File: src/rtl/if_fetch_unit_if.sv
// Fetch-side bus bundle: instruction-memory handshake, decode-facing
// output register, and the stall/redirect controls that steer fetch.
// master = fetch unit, slave = its environment (memory + decode + branch).
interface if_fetch_unit_if;
    // Instruction-memory request/ack handshake
    logic        imem_req;
    logic [31:0] imem_addr;
    logic        imem_ack;
    logic [31:0] imem_rdata;

    // Decode-facing IF/ID register and its back-pressure
    logic        stall;
    logic [31:0] npcout;
    logic [31:0] instrout;
    logic        validout;

    // Redirect from the branch-resolve stage
    logic        br_taken;
    logic [31:0] br_target;

    modport master (
        output imem_req, imem_addr, npcout, instrout, validout,
        input  imem_ack, imem_rdata, stall, br_taken, br_target
    );

    modport slave (
        input  imem_req, imem_addr, npcout, instrout, validout,
        output imem_ack, imem_rdata, stall, br_taken, br_target
    );
endinterface

File: src/rtl/if_fetch_unit.sv
// Instruction-fetch stage: owns the PC, keeps one request outstanding to
// instruction memory, presents {PC+4, instruction} to decode through an
// output register backed by a one-entry skid buffer, and flushes all
// fetch-side state on a branch redirect. A redirect that arrives while a
// request is still waiting for ack cannot retract that request, so the
// unit parks in DISCARD, swallows the stale ack, then fetches the target.
module if_fetch_unit #(
    parameter logic [31:0] RESET_PC = 32'h0000_0000
) (
    input  logic            clk,
    input  logic            rstn,
    if_fetch_unit_if.master bus
);

    // Fetch FSM encoding
    localparam logic [1:0] ST_REQ     = 2'd0;  // request outstanding, skid empty
    localparam logic [1:0] ST_DISCARD = 2'd1;  // waiting to drop a stale ack
    localparam logic [1:0] ST_IDLE    = 2'd2;  // skid full, no request

    // Control state
    logic [1:0]  state, state_nxt;
    logic [31:0] pc, pc_nxt;
    logic [31:0] redirect_pc, redirect_nxt;

    // Output register (what decode currently sees)
    logic [31:0] out_npc;
    logic [31:0] out_instr;
    logic        out_v;

    // Skid register (one instruction parked while decode stalls)
    logic [31:0] skid_npc;
    logic [31:0] skid_instr;
    logic        skid_v;

    // Per-cycle decisions shared by the register blocks
    logic        req_active;
    logic        accept;
    logic        consume;
    logic        out_free;
    logic        fetch_to_out;
    logic        fetch_to_skid;
    logic        drain_skid;
    logic [31:0] pc_inc;
    logic [31:0] target;

    // The request is a registered state decode, masked while reset is held
    // so memory never sees a request during reset.
    assign req_active = (state == ST_REQ) || (state == ST_DISCARD);
    assign bus.imem_req  = req_active && rstn;
    assign bus.imem_addr = pc;

    assign accept   = bus.imem_req && bus.imem_ack;
    assign consume  = out_v && !bus.stall;
    assign out_free = !out_v || consume;
    assign pc_inc   = pc + 32'd4;
    assign target   = bus.br_target & ~32'h0000_0003;

    assign bus.npcout   = out_npc;
    assign bus.instrout = out_instr;
    assign bus.validout = out_v;

    // Next-state, PC and data-routing decisions for this edge
    always_comb begin
        // NOTE: every output of this block is defaulted first so no path
        // through the case can leave a variable unassigned and infer a latch.
        state_nxt     = state;
        pc_nxt        = pc;
        redirect_nxt  = redirect_pc;
        fetch_to_out  = 1'b0;
        fetch_to_skid = 1'b0;
        drain_skid    = 1'b0;

        case (state)
            ST_REQ: begin
                if (bus.br_taken) begin
                    if (accept) begin
                        // Data for the old path is dropped; fetch target next.
                        pc_nxt = target;
                    end else begin
                        // Request cannot be withdrawn: remember the target.
                        redirect_nxt = target;
                        state_nxt    = ST_DISCARD;
                    end
                end else if (accept) begin
                    pc_nxt = pc_inc;
                    if (out_free) begin
                        fetch_to_out = 1'b1;
                    end else begin
                        fetch_to_skid = 1'b1;
                        state_nxt     = ST_IDLE;
                    end
                end
            end

            ST_DISCARD: begin
                if (accept) begin
                    pc_nxt    = bus.br_taken ? target : redirect_pc;
                    state_nxt = ST_REQ;
                end else if (bus.br_taken) begin
                    // Latest redirect wins while still waiting.
                    redirect_nxt = target;
                end
            end

            ST_IDLE: begin
                if (bus.br_taken) begin
                    pc_nxt    = target;
                    state_nxt = ST_REQ;
                end else if (consume && skid_v) begin
                    drain_skid = 1'b1;
                    state_nxt  = ST_REQ;
                end
            end

            default: begin
                state_nxt = ST_REQ;
            end
        endcase
    end

    // FSM, PC and pending-redirect registers
    always_ff @(posedge clk) begin
        // NOTE: state registers use non-blocking assignments so every
        // always_ff samples pre-edge values regardless of evaluation order.
        if (!rstn) begin
            state       <= ST_REQ;
            pc          <= RESET_PC;
            redirect_pc <= 32'h0000_0000;
        end else begin
            state       <= state_nxt;
            pc          <= pc_nxt;
            redirect_pc <= redirect_nxt;
        end
    end

    // Output register: redirect flush beats any load, then fetch/skid loads,
    // then plain consumption empties it.
    always_ff @(posedge clk) begin
        if (!rstn) begin
            out_npc   <= 32'h0000_0000;
            out_instr <= 32'h0000_0000;
            out_v     <= 1'b0;
        end else if (bus.br_taken) begin
            out_v <= 1'b0;
        end else if (fetch_to_out) begin
            out_npc   <= pc_inc;
            out_instr <= bus.imem_rdata;
            out_v     <= 1'b1;
        end else if (drain_skid) begin
            out_npc   <= skid_npc;
            out_instr <= skid_instr;
            out_v     <= 1'b1;
        end else if (consume) begin
            out_v <= 1'b0;
        end
    end

    // Skid valid flag: set on a fetch that found the output busy, cleared
    // when it drains into the output register or a redirect flushes it.
    always_ff @(posedge clk) begin
        if (!rstn) begin
            skid_v <= 1'b0;
        end else if (bus.br_taken) begin
            skid_v <= 1'b0;
        end else if (fetch_to_skid) begin
            skid_v <= 1'b1;
        end else if (drain_skid) begin
            skid_v <= 1'b0;
        end
    end

    // Skid payload capture
    always_ff @(posedge clk) begin
        // NOTE: the payload has no reset; it is only ever read behind skid_v,
        // which is reset, so clearing it would add reset fan-out for nothing.
        if (fetch_to_skid) begin
            skid_npc   <= pc_inc;
            skid_instr <= bus.imem_rdata;
        end
    end

    // A parked instruction only exists while fetch is idle.
    a_skid_only_idle : assert property (
        @(posedge clk) disable iff (!rstn) skid_v |-> (state == ST_IDLE)
    );

    // An unacknowledged request keeps its address until ack.
    a_addr_stable : assert property (
        @(posedge clk) disable iff (!rstn)
        (bus.imem_req && !bus.imem_ack) |=> $stable(bus.imem_addr)
    );

endmodule
File: src/flat_wrapper.sv
// flat-port wrapper written by rule: the top's interface ports become plain ports
module if_fetch_unit_flat 
#(
    parameter logic [31:0] RESET_PC = 32'h0000_0000
)
  (clk, rstn, bus_imem_req, bus_imem_addr, bus_npcout, bus_instrout, bus_validout, bus_imem_ack, bus_imem_rdata, bus_stall, bus_br_taken, bus_br_target);
  if_fetch_unit_if bus_i ();
  input  logic clk;
  input  logic rstn;
  output wire logic [$bits(bus_i.imem_req)-1:0] bus_imem_req;
  output wire logic [$bits(bus_i.imem_addr)-1:0] bus_imem_addr;
  output wire logic [$bits(bus_i.npcout)-1:0] bus_npcout;
  output wire logic [$bits(bus_i.instrout)-1:0] bus_instrout;
  output wire logic [$bits(bus_i.validout)-1:0] bus_validout;
  input wire logic [$bits(bus_i.imem_ack)-1:0] bus_imem_ack;
  input wire logic [$bits(bus_i.imem_rdata)-1:0] bus_imem_rdata;
  input wire logic [$bits(bus_i.stall)-1:0] bus_stall;
  input wire logic [$bits(bus_i.br_taken)-1:0] bus_br_taken;
  input wire logic [$bits(bus_i.br_target)-1:0] bus_br_target;
  assign bus_imem_req = bus_i.imem_req;
  assign bus_imem_addr = bus_i.imem_addr;
  assign bus_npcout = bus_i.npcout;
  assign bus_instrout = bus_i.instrout;
  assign bus_validout = bus_i.validout;
  assign bus_i.imem_ack = bus_imem_ack;
  assign bus_i.imem_rdata = bus_imem_rdata;
  assign bus_i.stall = bus_stall;
  assign bus_i.br_taken = bus_br_taken;
  assign bus_i.br_target = bus_br_target;
  if_fetch_unit #(.RESET_PC(RESET_PC)) u_core (.clk(clk), .rstn(rstn), .bus(bus_i));
endmodule
File: config.mk
export PLATFORM = sky130hd
export DESIGN_NAME = if_fetch_unit_flat
export DESIGN_NICKNAME = d
export VERILOG_FILES = /design/src/rtl/if_fetch_unit_if.sv /design/src/rtl/if_fetch_unit.sv /design/src/flat_wrapper.sv
export SDC_FILE = /design/constraint.sdc
export NUM_CORES = 1
export LEC_CHECK = 0
export ABC_AREA = 0
export CORE_ASPECT_RATIO = 2
export CORE_MARGIN = 2
export CORE_UTILIZATION = 52
export DETAILED_ROUTE_END_ITERATION = 12
export GPL_TIMING_DRIVEN = 0
export MAX_ROUTING_LAYER = met4
export PLACE_DENSITY = 0.85
export SYNTH_ARGS = -nofsm -noshare
export SYNTH_HDL_FRONTEND = slang
export SYNTH_SLANG_ARGS = --single-unit
File: constraint.sdc
create_clock -name clk -period 7.9 [get_ports clk]
set_input_delay 1.58 -clock clk [delete_from_list [all_inputs] [get_ports clk]]
set_output_delay 1.58 -clock clk [all_outputs]
set_load 0.01 [all_outputs]
After elaboration in Yosys (flattened, before gate mapping)
Index checks and enable logic that the tools add are counted.

Word-level logic and storage cells: 82. Register bits after elaboration: 196. Output and inout bits: 98.

Add/subtract/negate cells: 1. Equal/unequal tests: 12. Reductions and logical operators: 19. Mux-type cells: 39. Bitwise operators: 2.

Operators with widths (number): 32-bit two-way mux (13); 32-bit case mux with 3 select lines (1); 32-bit case mux with 2 select lines (1); 32-bit by 3-bit adder with 32-bit output (second input constant) (1); 1-bit two-way mux (16); 2-bit two-way mux (7); 2-bit inequality test (second input constant) (4); 4-bit AND reduction (2); 3-bit by 2-bit inequality test with 1-bit output (second input constant) (2); 3-bit inequality test (second input constant) (2); 2-bit case mux with 3 select lines (1); 2-bit nonzero test (3); 3-bit nonzero test (2); 5-bit AND reduction (1); 1-bit logical AND (4); 2-bit by 1-bit inequality test with 1-bit output (second input constant) (2); 2-bit by 1-bit == test with 1-bit output (second input constant) (1); 2-bit == test (second input constant) (1); 1-bit logical NOT (2); 2-bit logical NOT (1); 1-bit logical OR (2); 1-bit NOT (2); 2-bit AND reduction (1); 2-bit OR reduction (1).

Depth between registers and ports, before layout
Gate-level depths: netlist of the first run.

Depth after elaboration: 9. Depth in mapped cells: 10. Depth with buffers taken out: 7.

Worst setup path after synthesis of the first run
No wires, ideal clock.

Path type: input to register. From: in bus_br_taken. To: reg u_core.skid_instr[0] (enable). Setup time: 0.567 ns. Stages on the path: 3. Buffers on the path: 0. Setup slack: 1.108 ns. Data arrival time: 6.225 ns. Data required time: 7.333 ns. Cell sequence: inv_2 nand2_1 nor3_1.

Word-level cells in the longest chain between the ends: 2.

Ends and longest elaborated chain: start, declared (line flat_wrapper.sv:18) `input wire logic [$bits(bus_i.br_taken)-1:0] bus_br_taken;`; 1-bit two-way mux (line if_fetch_unit.sv:75) `if (bus.br_taken) begin`; 1-bit two-way mux (line if_fetch_unit.sv:73) `case (state)`; via u_core.fetch_to_skid (line if_fetch_unit.sv:41) `logic fetch_to_skid;`; end signal, assigned (line if_fetch_unit.sv:178) `skid_instr <= bus.imem_rdata;`; end, declared (line if_fetch_unit.sv:32) `logic [31:0] skid_instr;`.

The timed path passes the listed nets, and every way through them passes these cells. A chain may end at the register's enable or synchronous reset.

Worst setup path in the final report of the first run
From: in rstn. To: out bus_imem_req.

Word-level cells in the longest chain between the ends: 1.

Ends and longest elaborated chain: start, declared (line flat_wrapper.sv:9) `input logic rstn;`; 1-bit logical AND (line if_fetch_unit.sv:49) `assign bus.imem_req = req_active && rstn;`; end, declared (line flat_wrapper.sv:10) `output wire logic [$bits(bus_i.imem_req)-1:0] bus_imem_req;`.

No other way between the ends.

==> metrics.cfg, run 1 <==
[run_status]
outcome = complete, no violations

[timing]
whs_ps = 453.5
setup_viol = 0
grt_setup_unrepaired = false
slew_headroom = 0.3689
finalCritPeriodShare = 0.6523
slew_viol_final = 0
fin_crit_ps = 5154
fin_ws_ps = 2746
fmax_mhz = 194.0
tightestPinTransition_ps = 944.7
skew_ps = 10.26
hold_viol_final = 0

[synthesis]
synth.cell_area_um2 = 8874
yosysSeqAreaShare = 0.5144
synthCells = 890
synth-simple-area-share = 0.1471
synth_mux_area_frac = 0.08178
synth-adder-area-share = 0.007050
ys_ff_latch = 196
synth_edf_count = 64
ys.flop_type = dfxtp_1
yosysWarnings = 0
netlist.top_cell.by_area = dfxtp_1
synth_xor_area_frac = 0.02369
synth_compound_area_frac = 0.1870
avgSynthCellArea_um2 = 9.970
synth_area_leaders = dfxtp_1 (30%), edfxtp_1 (22%), mux2i_1 (7.7%)
async_flop_share = 0
ys_types = 62
synth_top_family_by_area = compound AO/OA/AOI/OAI gates
synth_top_area_share = 0.2978
syn_nets = 964

[grt]
grt_antenna_before_repair = 0
grtUsageTotal = 0.3057
grt_pass1_vias = 7750
grt_overflow = 0
grt_max_degree = 17
grt_pass1_wl_um = 40680

[power_and_ir_drop]
leakage_nw = 4.548
power_mw = 2.643
power_density_nw_per_um2 = 231.2
ir_worst_vdd_mv = 0.1567

[place]
port_buffers = 163
dp_cells = 1267
dp_hpwl_um = 20480
routabilityCongestion = 0.9967
dpl_worst_slack_ps = 2786

[route]
drc_errors = 0
drt_iter0_drc = 522
vias = 7955
wire_per_inst_um = 20.88
drt-total-wl_um = 27120
ant_nets = 0
vias_per_cell = 6.124
dr.pass1.iters = 5

[clock_tree]
cts_max_level = 4
clk_pin_slew_ps = 60
cts_tree = built
hold_buffers = 0
post-cts-setup-buffers = 0
root_buffer = clkbuf_16
cts.path.max_buffers = 2
cts_made_buffers = 17
clk_latency_ps = 440
cts_resized = 0
clock_sinks = 196

[job]
drv.max_cap_violation_count = 0

[floorplan]
fp.coreArea_um2 = 16770
die-area_um2 = 18190
initial_core_util = 0.5293
ios = 167
die_h_um = 188.7
rows = 67
chipWidth_um = 96.37

[final_layout]
utilization = 0.6819
antennaDiodeCount = 0
nets = 1153
multiInputGateArea_um2 = 3968
instances_no_fill = 1299
layout-drive-gt1-share = 0.07326
area_delta_synth_final_pct = 28.85
layout.area.seq_um2 = 4564
n_fill_cell = 1335

[hold_path]
hold_path.class = reg -> reg

[worst_setup_path]
critical_path.endpoint_type = output pin
critical_path.startpoint_type = input pin
crit_fanout = 10
arrival_ps = 3570
cp_data_required_time_ps = 6320
crit_type = in -> out

-- cell type report --
class                   instances  area share
flip-flops and latches        196      0.3992
multi-input cells             611      0.3470
repair buffers                170      0.1496
clock buffers                  21     0.04027
plain buffers                  71     0.02637
well taps                     207     0.02265
clock inverters                11     0.01094
inverters                      12    0.003940
-- metrics by stage --
stage | instance area [µm²] | TNS [ps]
after floorplan | 8874 | 0
after global placement | 10760 | -131570
after detailed placement | 10850 | 0
after CTS | 11430 | 0
after global routing | 11430 | 0
final | 11430 | 0
-- per-layer routing --
| metal | share of wire | global-route usage | vias up |
|---|---|---|---|
| met5 | 0 | - | - |
| met4 | 0.066 | 0.2091 | 0 |
| met3 | 0.055 | 0.05118 | 112 |
| met2 | 0.53 | 0.5256 | 392 |
| met1 | 0.35 | 0.3034 | 3797 |
| li1 | - | - | 3654 |
-- cells in the mapped netlist (all sizes together) (2+ instances only) --
cell type    n
mux2i       68
edfxtp      64
o221ai       2
xnor2       15
a2111oi      2
clkbuf      48
nor3        11
mux2         4
a2bb2oi      3
and2         6
nor4         4
a31oi       10
and3        10
nand2       97
o221a        4
a211oi      57
and4         6
nand3       18
nor2        78
o21a        17
nor3b        3
or2          5
xor2         9
dfxtp      132
buf         23
a22o         5
nand3b       2
o211a        7
o21ai       22
ha           5
or3          2
a21oi       77
inv         12
or4          3
nor2b        7
nand4       13
a221oi      11
a221o        4
a222oi       3
a22oi       13
-- sequential cells by signal, indices dropped and copies added (netlist names) --
signal	count
u_core.skid_v	1
u_core.state	2
u_core.bus.instrout	32
u_core.redirect_pc	32
u_core.skid_instr	32
u_core.bus.npcout	32
u_core.bus.validout	1
u_core.skid_npc	32
u_core.bus.imem_addr	32
-- cells in the final DEF (no fill, tap or decap), types with 12 or more instances in the layout --
cell	instances
nand2_1	96
nand3_1	16
clkdlybuf4s50_1	163
o21a_1	17
buf_2	16
o21ai_0	21
dfxtp_1	132
clkbuf_16	17
a21oi_1	77
xnor2_1	15
nand4_1	12
a22oi_1	13
mux2i_1	68
nor2_1	78
clkbuf_1	50
a211oi_1	57
edfxtp_1	64
-- power by group --
part,switching (mW),internal [mW],leakage [nW],total (mW)
registers,0.0800,1.11,1.67,1.19
clock network,0.386,0.485,0.284,0.871
logic,0.329,0.250,2.60,0.579
-- final timing paths --
| kind | start | end | slack [ps] | depth (start not counted) |
|---|---|---|---|---|
| worst max-delay path | rstn | bus_imem_req | 2750 | 6 |
| worst min-delay path | u_core.redirect_pc[19]$_SDFFE_PN0P_ | u_core.redirect_pc[19]$_SDFFE_PN0P_ | 450 | 2 |
| worst max register to register | u_core.state[0]$_SDFFE_PN0P_ | u_core.bus.imem_addr[31]$_SDFFE_PN0P_ | 5120 | 7 |
| worst min register to register | u_core.redirect_pc[19]$_SDFFE_PN0P_ | u_core.redirect_pc[19]$_SDFFE_PN0P_ | 450 | 2 |
-- critical path, stage by stage --
cell	delay (ps)
buf_2	150
inv_2	200
clkbuf_1	440
clkbuf_1	550
nor2_1	120
clkdlybuf4s50_1	500
-- kinds of logic (layout without fill, tap and decap cells) --
| logic type | count (synthesis) | count (layout) |
|---|---|---|
| fa+ha+maj | 5 | 5 |
| compound gates | 244 | 244 |
| buf+inv | 83 | 285 |
| xor+xnor | 24 | 24 |
| simple gates | 266 | 266 |
| flops | 196 | 196 |
| mux | 72 | 72 |
Note: power is estimated with default switching activity, not from simulation.
==> run 2, diff against run 1 <==
==> constraint.sdc (replaced) <==
create_clock -name clk -period 4.9 [get_ports clk]
set_input_delay 0.98 -clock clk [delete_from_list [all_inputs] [get_ports clk]]
set_output_delay 0.98 -clock clk [all_outputs]
set_load 0.01 [all_outputs]
==> metrics.cfg, run 2 (synthesis results as in run 1) <==
[timing]
slew_viol_final = 0  ; unchanged
skew_ps = 11.19  ; +0.9269 ps
hold_viol_final = 0  ; unchanged
setup_viol = 0  ; unchanged
finalCritPeriodShare = 0.7988
fin_crit_ps = 3914
whs_ps = 456.2  ; +2.653 ps
fmax_mhz = 255.5
grt_setup_unrepaired = false
slew_headroom = 0.4133  ; +0.04444
fin_ws_ps = 986.0  ; -1760 ps
tightestPinTransition_ps = 878.2  ; -66.51 ps

[power_and_ir_drop]
power_mw = 4.326  ; +64%
leakage_nw = 4.566  ; +0.39%
ir_worst_vdd_mv = 0.2203  ; +41%
power_density_nw_per_um2 = 376.6  ; +63%

[grt]
grt_antenna_before_repair = 0  ; unchanged
grt_max_degree = 21  ; +4
grt_pass1_vias = 7854  ; +1.3%
grtUsageTotal = 0.3016  ; -0.004110
grt_overflow = 0  ; unchanged
grt_pass1_wl_um = 40710  ; about the same

[worst_setup_path]
slowest_delay_ps = 550  ; about the same
cp_num_buf_inv = 5  ; unchanged
arrival_ps = 2930  ; -640 ps
critical_path.startpoint_type = input pin
critical_path.endpoint_type = output pin
crit_start = rstn
reg2reg_from = u_core.state[0]$_SDFFE_PN0P_
critical_path.most_common_cell = clkbuf_1
critical_path.top_delay_family = buffers and inverters
crit_chain = buf_2 -> inv_2 -> clkbuf_1 -> clkbuf_1 -> nor2_1 -> clkdlybuf4s50_1
cp_data_required_time_ps = 3920  ; -2400 ps
crit_fanout = 10  ; unchanged
crit_type = in -> out
slowest_stage = clkbuf_1

[final_layout]
utilization = 0.6851  ; +0.003135
instances_no_fill = 1296  ; -0.23%
area_delta_synth_final_pct = 29.44
n_fill_cell = 1326  ; -0.67%
layout.area.seq_um2 = 4564  ; unchanged
nets = 1150  ; -0.26%
mostFrequentLayoutCells = clkdlybuf4s50_1 (163), dfxtp_1 (132), nand2_1 (96)
multiInputGateArea_um2 = 3974  ; +0.16%
antennaDiodeCount = 0  ; unchanged
layout_commonest_cell = clkdlybuf4s50_1
layout-drive-gt1-share = 0.06979  ; -0.003471

[floorplan]
rows = 67  ; unchanged
initial_core_util = 0.5293  ; unchanged
ios = 167  ; unchanged
die_h_um = 188.7  ; unchanged
fp.coreArea_um2 = 16770  ; unchanged
die-area_um2 = 18190  ; unchanged
chipWidth_um = 96.37  ; unchanged

[route]
wire_per_inst_um = 20.78  ; -0.50%
drc_errors = 0  ; unchanged
met2WireLength_um = 14150  ; -1.5%
vias = 7905  ; -0.63%
dr_wl_met3_um = 1542  ; +4.0%
drt_iter0_drc = 611  ; +17%
met1_length_um = 9290  ; -2.0%
dr.pass1.iters = 7  ; +2
ant_nets = 0  ; unchanged
drt-total-wl_um = 26930  ; -0.73%
vias_per_cell = 6.100  ; -0.40%
top_layer = met4

[clock_tree]
clk_latency_ps = 430  ; about the same
clock_sinks = 196  ; unchanged
root_buffer = clkbuf_16
cts_made_buffers = 17  ; unchanged
clk_pin_slew_ps = 70  ; about the same
hold_buffers = 0  ; unchanged
cts_tree = built
cts.path.max_buffers = 2  ; unchanged
post-cts-setup-buffers = 0  ; unchanged
cts_resized = 0  ; unchanged
cts_max_level = 4  ; unchanged

[run_status]
outcome = complete, no violations

[place]
dp_hpwl_um = 20150  ; -1.6%
dp_cells = 1264  ; -0.24%
dpl_worst_slack_ps = 1012  ; -1773 ps
port_buffers = 163  ; unchanged
routabilityCongestion = 0.9651  ; -3.2%

[job]
drv.max_cap_violation_count = 0  ; unchanged

[hold_path]
hold_start = u_core.redirect_pc[19]$_SDFFE_PN0P_
hold_path.class = reg -> reg

-- run 2: changes by cell type in the layout (fill, tap and decap cells not counted), sizes merged --
| cell | change |
|---|---|
| clkbuf | -3 |
| buf | -3 |
| bufinv | +2 |
| clkinv | +1 |
-- run 2: routing by layer --
layer / vias to the layer above / GRT usage
li1: 3652 / -
met1: 3717 / 0.2985
met2: 415 / 0.5192
met3: 121 / 0.04478
met4: 0 / 0.2145
met5: - / -
-- run 2: report_power, final --
group | switching (mW) | leakage, nW | internal, mW
clock | 0.612 | 0.296 | 0.853
combinational | 0.534 | 2.60 | 0.404
sequential | 0.129 | 1.67 | 1.79
-- run 2: per-stage QoR --
step / TNS (ps) / cell area, µm²
6_report: 0 / 11490
3_5_place_dp: 0 / 10870
5_1_grt: 0 / 11490
4_1_cts: 0 / 11490
3_3_place_gp: -86600 / 10770
2_1_floorplan: 0 / 8879
-- run 2: worst paths after layout --
kind                                                         endpoint  slack (ps)  cells past startpoint
worst max register to register  u_core.bus.imem_addr[24]$_SDFFE_PN0P_        2150                      8
worst max-delay path                                     bus_imem_req         990                      6
worst min register to register    u_core.redirect_pc[19]$_SDFFE_PN0P_         460                      2
worst min-delay path              u_core.redirect_pc[19]$_SDFFE_PN0P_         460                      2
-- run 2: cell type report --
| class | count | area share |
|---|---|---|
| clock inverter | 14 | 0.01601 |
| sequential | 196 | 0.3974 |
| multi-input combinational | 611 | 0.3460 |
| timing repair buffer | 167 | 0.1505 |
| clock buffer | 18 | 0.03736 |
| inverter | 12 | 0.003922 |
| buffer | 71 | 0.02625 |
| tap | 207 | 0.02255 |
-- run 2: tightest hold or removal path, stage by stage, from the launching register on --
cell	delay (ps)
dfxtp_1	310
nand2_1	50
a21oi_1	50
==> run 3, diff against run 2 <==
--- a/config.mk
+++ b/config.mk
@@ -8,11 +8,11 @@
 export ABC_AREA = 0
 export CORE_ASPECT_RATIO = 2
 export CORE_MARGIN = 2
-export CORE_UTILIZATION = 52
+export CORE_UTILIZATION = 47
 export DETAILED_ROUTE_END_ITERATION = 12
 export GPL_TIMING_DRIVEN = 0
 export MAX_ROUTING_LAYER = met4
-export PLACE_DENSITY = 0.85
+export PLACE_DENSITY = 0.81
 export SYNTH_ARGS = -nofsm -noshare
 export SYNTH_HDL_FRONTEND = slang
 export SYNTH_SLANG_ARGS = --single-unit
==> constraint.sdc (replaced) <==
create_clock -name clk -period 3.55 [get_ports clk]
set_input_delay 0.71 -clock clk [delete_from_list [all_inputs] [get_ports clk]]
set_output_delay 0.71 -clock clk [all_outputs]
set_load 0.01 [all_outputs]
==> metrics.cfg, run 3 (synthesis results as in run 1) <==
[run_status]
outcome = complete, no violations

[timing]
slew_viol_final = 0  ; unchanged
setup_viol = 0  ; unchanged
skew_ps = 7.449  ; -3.740 ps
finalCritPeriodShare = 0.9499
fin_ws_ps = 178.0  ; -808.0 ps
fmax_mhz = 296.6
grt_setup_unrepaired = false
fin_crit_ps = 3372
hold_viol_final = 0  ; unchanged
slew_headroom = 0.4279  ; +0.01457
tightestPinTransition_ps = 856.3  ; -21.82 ps

[worst_setup_path]
critical_path.startpoint_type = input pin
cp_data_required_time_ps = 2840  ; -1080 ps
reg2reg_from = u_core.state[0]$_SDFFE_PN0P_
rr_endpoint = u_core.bus.imem_addr[31]$_SDFFE_PN0P_
critical_path.endpoint_type = output pin
arrival_ps = 2660  ; -270 ps
ff2ff_path_depth = 7  ; -1
crit_fanout = 10  ; unchanged
regToRegSetupSlack_ps = 780  ; -1370 ps
crit_type = in -> out

[grt]
grtUsageTotal = 0.2722  ; -0.02943
grt_pass1_wl_um = 40880  ; +0.41%
grt_antenna_before_repair = 0  ; unchanged
grt_overflow = 0  ; unchanged
grt_pass1_vias = 7790  ; -0.81%
grt_max_degree = 21  ; unchanged

[route]
drc_errors = 0  ; unchanged
vias_per_cell = 5.877  ; -3.7%
ant_nets = 0  ; unchanged
drt-total-wl_um = 26650  ; -1.0%
vias = 7681  ; -2.8%
drt_iter0_drc = 497  ; -19%
dr.pass1.iters = 6  ; -1
wire_per_inst_um = 20.39  ; -1.9%

[power_and_ir_drop]
net-switching-power_mw = 1.743  ; +37%
power_frac_comb = 0.215  ; -0.002
leakage_nw = 4.562  ; about the same
power_mw = 6.001  ; +39%
intPower_mw = 4.258  ; +40%
ir_worst_vdd_mv = 0.3033  ; +38%
clkPwrFrac = 0.344  ; +0.005
switching_share = 0.2905  ; -0.004265
p_seq_frac = 0.441  ; -0.004
power_density_nw_per_um2 = 522.5  ; +39%

[clock_tree]
clock_sinks = 196  ; unchanged
root_buffer = clkbuf_16
clk_pin_slew_ps = 70  ; about the same
cts_tree = built
cts_made_buffers = 17  ; unchanged
clk_latency_ps = 430  ; about the same
cts.path.max_buffers = 2  ; unchanged
cts_max_level = 4  ; unchanged

[hold_path]
hold_start = u_core.redirect_pc[19]$_SDFFE_PN0P_
worstHoldPathCells = 2  ; unchanged
hold_path.class = reg -> reg
hold_end = u_core.redirect_pc[19]$_SDFFE_PN0P_

[floorplan]
rows = 71  ; +6.0%
chipWidth_um = 101.2  ; +5.0%
die_h_um = 198.3  ; +5.1%
fp.coreArea_um2 = 18660  ; +11%
ios = 167  ; unchanged
die-area_um2 = 20060  ; +10%
initial_core_util = 0.4757  ; -0.05360

[final_layout]
antennaDiodeCount = 0  ; unchanged
mostFrequentLayoutCells = clkdlybuf4s50_1 (163), dfxtp_1 (132), nand2_1 (96)
layout_commonest_cell = clkdlybuf4s50_1
layout-drive-gt1-share = 0.07077  ; +0.0009833
area_delta_synth_final_pct = 29.43  ; about the same
nets = 1149  ; -0.087%
n_fill_cell = 1590  ; +20%

[place]
port_buffers = 163  ; unchanged
routabilityCongestion = 0.9943  ; +3.0%
dp_hpwl_um = 20210  ; +0.27%
dpl_worst_slack_ps = 202.8  ; -809.6 ps

[job]
drv.max_cap_violation_count = 0  ; unchanged

[run 3: layout make-up]
class,instances,area (µm²),area share
Inverter,12,45.04,0.003922
Sequential cell,196,4564,0.3974
Clock buffer,21,460.4,0.04009
Buffer,71,302.8,0.02636
Timing Repair Buffer,166,1689,0.1471
Multi-Input combinational cell,611,3974,0.3460
Clock inverter,11,175.2,0.01525
Tap cell,219,274.0,0.02386
[run 3: how the worst max path moves through the flow]
| stage | start | end | depth (start not counted) |
|---|---|---|---|
| after floorplan | bus_br_taken | u_core.skid_instr[0]$_DFFE_PP_ | 3 |
| after global placement | bus_br_taken | u_core.skid_instr[31]$_DFFE_PP_ | 4 |
| after detailed placement | bus_br_taken | u_core.redirect_pc[18]$_SDFFE_PN0P_ | 7 |
| after CTS | u_core.state[1]$_SDFFE_PN0P_ | bus_imem_req | 7 |
| after global routing | rstn | bus_imem_req | 6 |
| final | rstn | bus_imem_req | 6 |
[run 3: routing by layer]
layer / routed length (µm) / track usage / vias to the layer above
met1: 9570 / 0.2713 / 3623
li1: - / - / 3642
met5: 0 / - / -
met2: 14170 / 0.4817 / 314
met3: 1218 / 0.03953 / 102
met4: 1690 / 0.1762 / 0
[run 3: power by group through the flow]
stage                     registers [mW]  logic [mW]  clock network, mW
final                               2.65        1.29               2.06
after global routing                2.66        1.39               2.18
after CTS                           2.64        1.27               2.09
after detailed placement            2.69        1.26                  0
after global placement              2.68        1.25                  0
after floorplan                     2.70       0.641                  0
[run 3: repair_timing]
action,CTS,global route
hold buffers,0,0
setup buffers,0,0
resized for setup,0,2
setup endpoints to repair,0,1
[run 3: worst max-delay path: stages]
cell and delay, ps:
buf_2 150, inv_2 220, clkbuf_1 430, clkbuf_1 530, nor2_1 120, clkdlybuf4s50_1 500
[run 3: per-stage QoR]
step           cells  setup TNS, ps  hold slack [ps]  area (µm²)  utilization
6_report        1307              0            453.8       11480       0.6156
3_3_place_gp    1272         -61620            441.9       10790       0.5784
5_1_grt         1307              0            473.4       11480       0.6156
3_5_place_dp    1275              0            445.9       10850       0.5815
4_1_cts         1307              0            456.2       11480       0.6156
2_1_floorplan    890              0            433.8        8885            -
